--- src/rtl/cone_share_arbiter.sv ---
// Round-robin scheduler that time-shares one combinational cone among requesters:
// grant, drive the cone from a register, wait the settle interval, sample and return tagged.
module cone_share_arbiter #(
  parameter int unsigned NUM_REQ       = 4,
  parameter int unsigned IN_W          = 5,
  parameter int unsigned SETTLE_CYCLES = 2,
  parameter int unsigned ID_W          = $clog2(NUM_REQ)
) (
  input  logic                    clk,
  input  logic                    rst,
  input  logic [NUM_REQ-1:0]      req_valid,
  input  logic [NUM_REQ*IN_W-1:0] req_data,
  output logic [NUM_REQ-1:0]      req_ready,
  output logic [IN_W-1:0]         cone_in,
  input  logic                    cone_out,
  output logic                    rsp_valid,
  input  logic                    rsp_ready,
  output logic                    rsp_data,
  output logic [ID_W-1:0]         rsp_id,
  output logic                    busy
);

  localparam int unsigned CntW = $clog2(SETTLE_CYCLES + 1);

  typedef enum logic [1:0] {StIdle, StSettle, StResp} state_e;

  state_e          state_q, state_d;
  logic [ID_W-1:0] rr_q, rr_d;
  logic [CntW-1:0] cnt_q, cnt_d;
  logic [IN_W-1:0] cone_in_q, cone_in_d;
  logic            rsp_data_q, rsp_data_d;
  logic [ID_W-1:0] rsp_id_q, rsp_id_d;

  logic            gnt_found;
  logic [ID_W-1:0] gnt_idx;

  // First valid requester searching upward from rr, wrapping modulo NUM_REQ.
  always_comb begin : grant_search
    int unsigned idx;
    gnt_found = 1'b0;
    gnt_idx   = '0;
    idx       = 0;
    for (int unsigned k = 0; k < NUM_REQ; k++) begin
      idx = 32'(rr_q) + k;
      if (idx >= NUM_REQ) idx = idx - NUM_REQ;
      if (!gnt_found && req_valid[idx]) begin
        gnt_found = 1'b1;
        gnt_idx   = ID_W'(idx);
      end
    end
  end

  always_comb begin
    state_d    = state_q;
    rr_d       = rr_q;
    cnt_d      = cnt_q;
    cone_in_d  = cone_in_q;
    rsp_data_d = rsp_data_q;
    rsp_id_d   = rsp_id_q;
    req_ready  = '0;
    unique case (state_q)
      StIdle: begin
        if (gnt_found) begin
          req_ready[gnt_idx] = 1'b1;
          cone_in_d          = req_data[gnt_idx*IN_W +: IN_W];
          rsp_id_d           = gnt_idx;
          cnt_d              = CntW'(SETTLE_CYCLES);
          state_d            = StSettle;
        end
      end
      StSettle: begin
        if (cnt_q == CntW'(1)) begin
          rsp_data_d = cone_out;
          state_d    = StResp;
        end else begin
          cnt_d = cnt_q - 1'b1;
        end
      end
      StResp: begin
        if (rsp_ready) begin
          rr_d    = (rsp_id_q == ID_W'(NUM_REQ - 1)) ? '0 : rsp_id_q + 1'b1;
          state_d = StIdle;
        end
      end
      default: state_d = StIdle;
    endcase
  end

  always_ff @(posedge clk or posedge rst) begin
    if (rst) begin
      state_q    <= StIdle;
      rr_q       <= '0;
      cnt_q      <= '0;
      cone_in_q  <= '0;
      rsp_data_q <= 1'b0;
      rsp_id_q   <= '0;
    end else begin
      state_q    <= state_d;
      rr_q       <= rr_d;
      cnt_q      <= cnt_d;
      cone_in_q  <= cone_in_d;
      rsp_data_q <= rsp_data_d;
      rsp_id_q   <= rsp_id_d;
    end
  end

  assign cone_in   = cone_in_q;
  assign rsp_valid = (state_q == StResp);
  assign rsp_data  = rsp_data_q;
  assign rsp_id    = rsp_id_q;
  assign busy      = (state_q != StIdle);

endmodule

--- config.mk ---
export PLATFORM = sky130hd
export DESIGN_NAME = cone_share_arbiter
export DESIGN_NICKNAME = d
export VERILOG_FILES = /design/src/rtl/cone_share_arbiter.sv
export SDC_FILE = /design/constraint.sdc
export NUM_CORES = 1
export LEC_CHECK = 0
export ABC_AREA = 1
export CORE_MARGIN = 5
export CORE_UTILIZATION = 46
export DETAILED_ROUTE_END_ITERATION = 8
export PLACE_DENSITY = 0.95
export SETUP_SLACK_MARGIN = 0.15
export SLEW_MARGIN = 10
export SYNTH_ARGS = -nofsm -noshare
export SYNTH_HDL_FRONTEND = slang
export SYNTH_SLANG_ARGS = --single-unit
--- constraint.sdc ---
create_clock -name clk -period 3.1 [get_ports clk]
set_clock_uncertainty 0.05 [all_clocks]
set_input_delay 0.465 -clock clk [delete_from_list [all_inputs] [get_ports clk]]
set_output_delay 0.465 -clock clk [all_outputs]
set_load 0.01 [all_outputs]
# == After elaboration in Yosys (flattened, before gate mapping) ==
# Cells that the tools add are included.
# classes
n_mux,32
shift,1
reduce_logical,15
n_mul,1
order_cmp,10
addsub,9
eq_ne,8
# ops
operator,count
32-bit by 3-bit less-than comparator with 1-bit output (second input constant),4
32-bit 2-to-1 mux,4
2-bit 2-to-1 mux,10
20-bit by 6-bit variable part select with 5-bit output,1
3-bit by 3-bit subtractor with 4-bit output (second input constant),3
3-bit >= comparator (second input constant),3
1-bit 2-to-1 mux,9
1-bit binary-select mux with 2-bit select,4
4-bit 2-to-1 mux,2
2-bit by 2-bit adder with 3-bit output (second input constant),2
2-bit != test (second input constant),3
2-bit one-hot mux with 3 select lines,1
2-bit AND reduction,3
3-bit AND reduction,2
2-bit by 3-bit multiplier with 5-bit output (second input constant),1
2-bit by 1-bit equality test with 1-bit output (second input constant),2
2-bit equality test (second input constant),2
1-bit logical AND,4
2-bit one-hot mux with 2 select lines,1
2-bit nonzero test,2
2-bit by 3-bit subtractor with 4-bit output (second input constant),1
2-bit by 1-bit adder with 3-bit output (second input constant),1
2-bit by 3-bit >= comparator with 1-bit output (second input constant),1
1-bit zero test,3
other kinds (7),7
# totals
regBits,14
input_bits,28
elab_cells,82
out_inout_bits,14

# == Depth between registers and ports, before layout ==
# depth
ltp_word,20
mapped_depth,16

# == Worst setup path before layout ==
# OpenSTA, ideal clock, no wires.
# synth_path
path_kind,reg-to-output
start,register rr_q[0]
end,output port req_ready[1]
stages_incl_launch_ff,11
path_buffers,1
t_required_ns,2.585
setup_slack_ns,0.956
t_arrival_ns,1.629
path_cell_list,dfrtp_1 buf_6 nand2_1 nand3_1 nand2_1 nor2_1 a21boi_2 nand2_1 nor2_2 inv_2 nor3_1
# synth_via
elab_chain_cells,20
# synth_lines
item,line_no,rtl
start: declaration,28,"logic [ID_W-1:0] rr_q, rr_d;"
start signal: assignment,99,rr_q <= rr_d;
branches (longest 18 deep; another with 3-bit by 3-bit subtractor with 4-bit output),--,
4-bit 2-to-1 mux *,63,if (gnt_found) begin
4-bit 2-to-1 mux *,61,unique case (state_q)
end: declaration,13,"output logic [NUM_REQ-1:0] req_ready,"
# Mark *: on every way between the ends. The select of a mux whose other input is x is not followed.

# == Final worst setup path ==
# layout_path
start,input port req_valid[3]
end,output port req_ready[2]
# layout_via
elab_chain_cells,18
# layout_lines
item,line_no,rtl
start: declaration,11,"input logic [NUM_REQ-1:0] req_valid,"
1-bit binary-select mux with 2-bit select,46,if (!gnt_found && req_valid[idx]) begin
1-bit 2-to-1 mux (implied by the code),46,
1-bit 2-to-1 mux,46,
1-bit zero test,46,
1-bit logical AND,46,
1-bit 2-to-1 mux,46,
1-bit zero test,46,
1-bit logical AND,46,
[2 not listed],--,
1-bit logical AND,46,
2-bit 2-to-1 mux,46,
2-bit by 3-bit less-than comparator with 1-bit output (implied by the code) / 2-bit by 1-bit >= comparator with 1-bit output (equally long branches),64,req_ready[gnt_idx] = 1'b1;
1-bit logical AND (implied by the code),64,
1-bit 2-to-1 mux (implied by the code),64,
1-bit demux with 2-bit select,64,
4-bit 2-to-1 mux *,63,
4-bit 2-to-1 mux *,61,
# Every way passes the cells marked *; elsewhere a longest branch is shown, timed or not. The select of a mux whose other input is x is not followed.

==> flow_metrics.env <==
export IMPL_maxCapViolations=0
export IMPL_nNetsFinal=250
export IMPL_drv_slew=0
export IMPL_cp_start_kind="primary input"
export IMPL_synthCells=173
export IMPL_avgSynthCellArea_um2=6.133
export IMPL_critPathKind="primary input to output pin"
export IMPL_first_pass_iters=5
export IMPL_synth_top_family_by_area="simple AND/OR/NAND/NOR gates"
export IMPL_core_um2=2212
export IMPL_synth_simple_gate_area_share_pct=47.64
export IMPL_p_leak_uw=0.0008404
export IMPL_syn_area_um2=1061
export IMPL_wl_mm=2.808
export IMPL_via_count=1192
export IMPL_yosysTopAreaCellShare_pct=33.02
export IMPL_dp_hpwl_mm=2.238
export IMPL_cts_root_buf="clkbuf_4"
export IMPL_setup_violations_final=0
export IMPL_die_x_um=58.03
export IMPL_hold_path_class="flop to flop"
export IMPL_worstPathRequired_ps=2580
export IMPL_synth_edf_count=0
export IMPL_io_buffers=41
export IMPL_syn2layout_area_growth_pct=45.05
export IMPL_timing_rr_start="rr_q[0]"
export IMPL_setup_tns_ps=0
export IMPL_final_area_um2=1539
export IMPL_syn_num_nets=203
export IMPL_antenna_found_initial=0
export IMPL_vias_per_cell=4.846
export IMPL_clkTransAtPathRegs_ps=70
export IMPL_crit_path_start="req_valid[3]"
export IMPL_synth_mux_area_share_pct=1.061
export IMPL_r2r_slack_ps=1040
export IMPL_ir_drop_mv=0.8229
export IMPL_cts_tree="done"
export IMPL_dpl_cell_area_um2=1511
export IMPL_synth_top_area_cell="dfrtp_1"
export IMPL_io_pins=42
export IMPL_max_slew_margin_pct=66.29
export IMPL_final_common_cell="nand2_1"
export IMPL_yosysWarnings=0
export IMPL_synthXorXnorAreaFrac_pct=0
export IMPL_fp_row_count=17
export IMPL_ctsHoldBuffers=0
export IMPL_yosysUniqueCellTypes=20
export IMPL_grt_overflow_total=0
export IMPL_cts_buffers=3
export IMPL_diodes=0
export IMPL_ys_ff_latch=14
export IMPL_period_needed_ps=2768
export IMPL_min_from="cone_in[4]"
export IMPL_grt_total_usage_pct=17.38
export IMPL_drc_errors=0
export IMPL_die_area_um2=3367
export IMPL_clock_latency_ps=270
export IMPL_postRouteAntennaNets=0
export IMPL_ctsHtreeMaxLevel=1
export IMPL_powerDensity_nw_per_um2=1208
export IMPL_wl_per_cell_um=11.41
export IMPL_grt_pass1_wl_mm=4.657
export IMPL_fmax_mhz=361.2
export IMPL_gp_congestion=0.8333
export IMPL_worst_path_max_fanout=8
export IMPL_dieHeight_um=58.03
export IMPL_power_uw=1859
export IMPL_status="finished clean"
export IMPL_synth_fa_ha_area_share_pct=2.358
export IMPL_finalHoldViolCount=0
export IMPL_layout_common_cells="nand2_1 (89), clkdlybuf4s50_1 (37), nand3_1 (17)"
export IMPL_first_global_vias=1126
export IMPL_drtIter0Drc=59
export IMPL_finalCritPeriodShare_pct=89.30
export IMPL_synth_top_flop_cell="dfrtp_1"
export IMPL_synthArstFlopShare_pct=100.0
export IMPL_worst_pin_slew_ps=505.1
export IMPL_grt_max_degree=15
export IMPL_synth_compound_area_share_pct=6.486
export IMPL_initial_core_util_pct=47.96
export IMPL_rsz0062_at_grt="no"
export IMPL_drive_gt1_share_pct=9.174
export IMPL_clock_sinks=14
export IMPL_yosysSeqAreaShare_pct=33.02
export IMPL_synth_area_leaders="dfrtp_1 (33%), nand2_1 (31%), nand3_1 (8.0%)"
export IMPL_clockBufferDepth=2
export IMPL_arrival_ps=2250
export IMPL_critPathCaptureType="output pin"
export IMPL_finalCoreUtilization_pct=69.57
## power breakdown
group	leakage, uW	internal [uW]	switching (uW)
combinational	0.000658	577	829
clock	0.0000138	45.0	51.3
sequential	0.000168	279	77.6
total	0.000840	902	958
## worst max-delay path, stage by stage
cell	delay [ps]
clkdlybuf4s50_1	420
inv_1	80
nand2_1	60
nand3_1	120
nand2_1	120
nor2_2	160
nand3_1	110
nor2_1	130
nor2_2	60
buf_4	160
nor2_1	80
dlygate4sd2_1	290
## timing repair
item / in CTS / in global routing
gates resized for setup: 4 / 2
setup endpoints to repair: 4 / 2
setup buffers: 0 / 0
## cell usage after synthesis (2+ instances only)
cell     instances
buf_6            2
nor2_1          10
a21oi_1          2
inv_1           13
nor3_1           2
ha_1             2
inv_2            3
nand2_2          3
nor2_2           2
nand2_1         89
o31ai_1          2
nand3_1         17
dfrtp_1         14
o21ai_0          5
buf_2            2
## sequential cells by signal, indices dropped and copies added, names as in the netlist
register,flops
cone_in,5
cnt_q,2
rr_q,2
rsp_id,2
state_q,2
rsp_data,1
## metal layers
| layer | vias to the layer above | wire length [um] | share of wire (%) | global-route usage (%) |
|---|---|---|---|---|
| met5 | - | 0 | 0 | 0 |
| met2 | 35 | 1394 | 50 | 28.87 |
| li1 | 630 | - | - | - |
| met1 | 521 | 1227 | 44 | 22.63 |
| met3 | 6 | 138 | 4.9 | 2.895 |
| met4 | 0 | 47 | 1.7 | 6.291 |
## final cells by class
type                    instances  area [um^2]
clock buffers                   3        22.52
fillers                       208        673.1
inverters                      16        60.06
multi-input cells             138        615.6
flip-flops and latches         14        351.6
well taps                      28        35.03
repair buffers                 47        454.2
## path summary, 6_finish.rpt
check                               end  depth (start not counted)
hold reg to reg              cone_in[4]                          2
min in group asynchronous      rsp_data                          2
setup / recovery           req_ready[2]                         12
setup reg to reg             cone_in[4]                         15
hold / removal               cone_in[4]                          2
max in group asynchronous       rr_q[0]                          2
## cell families after synthesis
| group | after synthesis |
|---|---|
| and+or+nand+nor | 124 |
| muxes | 1 |
| buffers and inverters | 21 |
| DFF | 14 |
| AOI/OAI and AO/OA | 11 |
| adders and majority gates | 2 |
## through the flow
step	setup slack, ps	hold WS, ps	std cells
2_1_floorplan	955.8	304.2	173
3_3_place_gp	89.75	415.8	243
3_5_place_dp	26.08	419.9	243
4_1_cts	37.50	439.8	246
5_1_grt	165.7	490.0	246
6_report	331.8	435.6	246
Note: power is estimated with default switching activity, not from simulation.
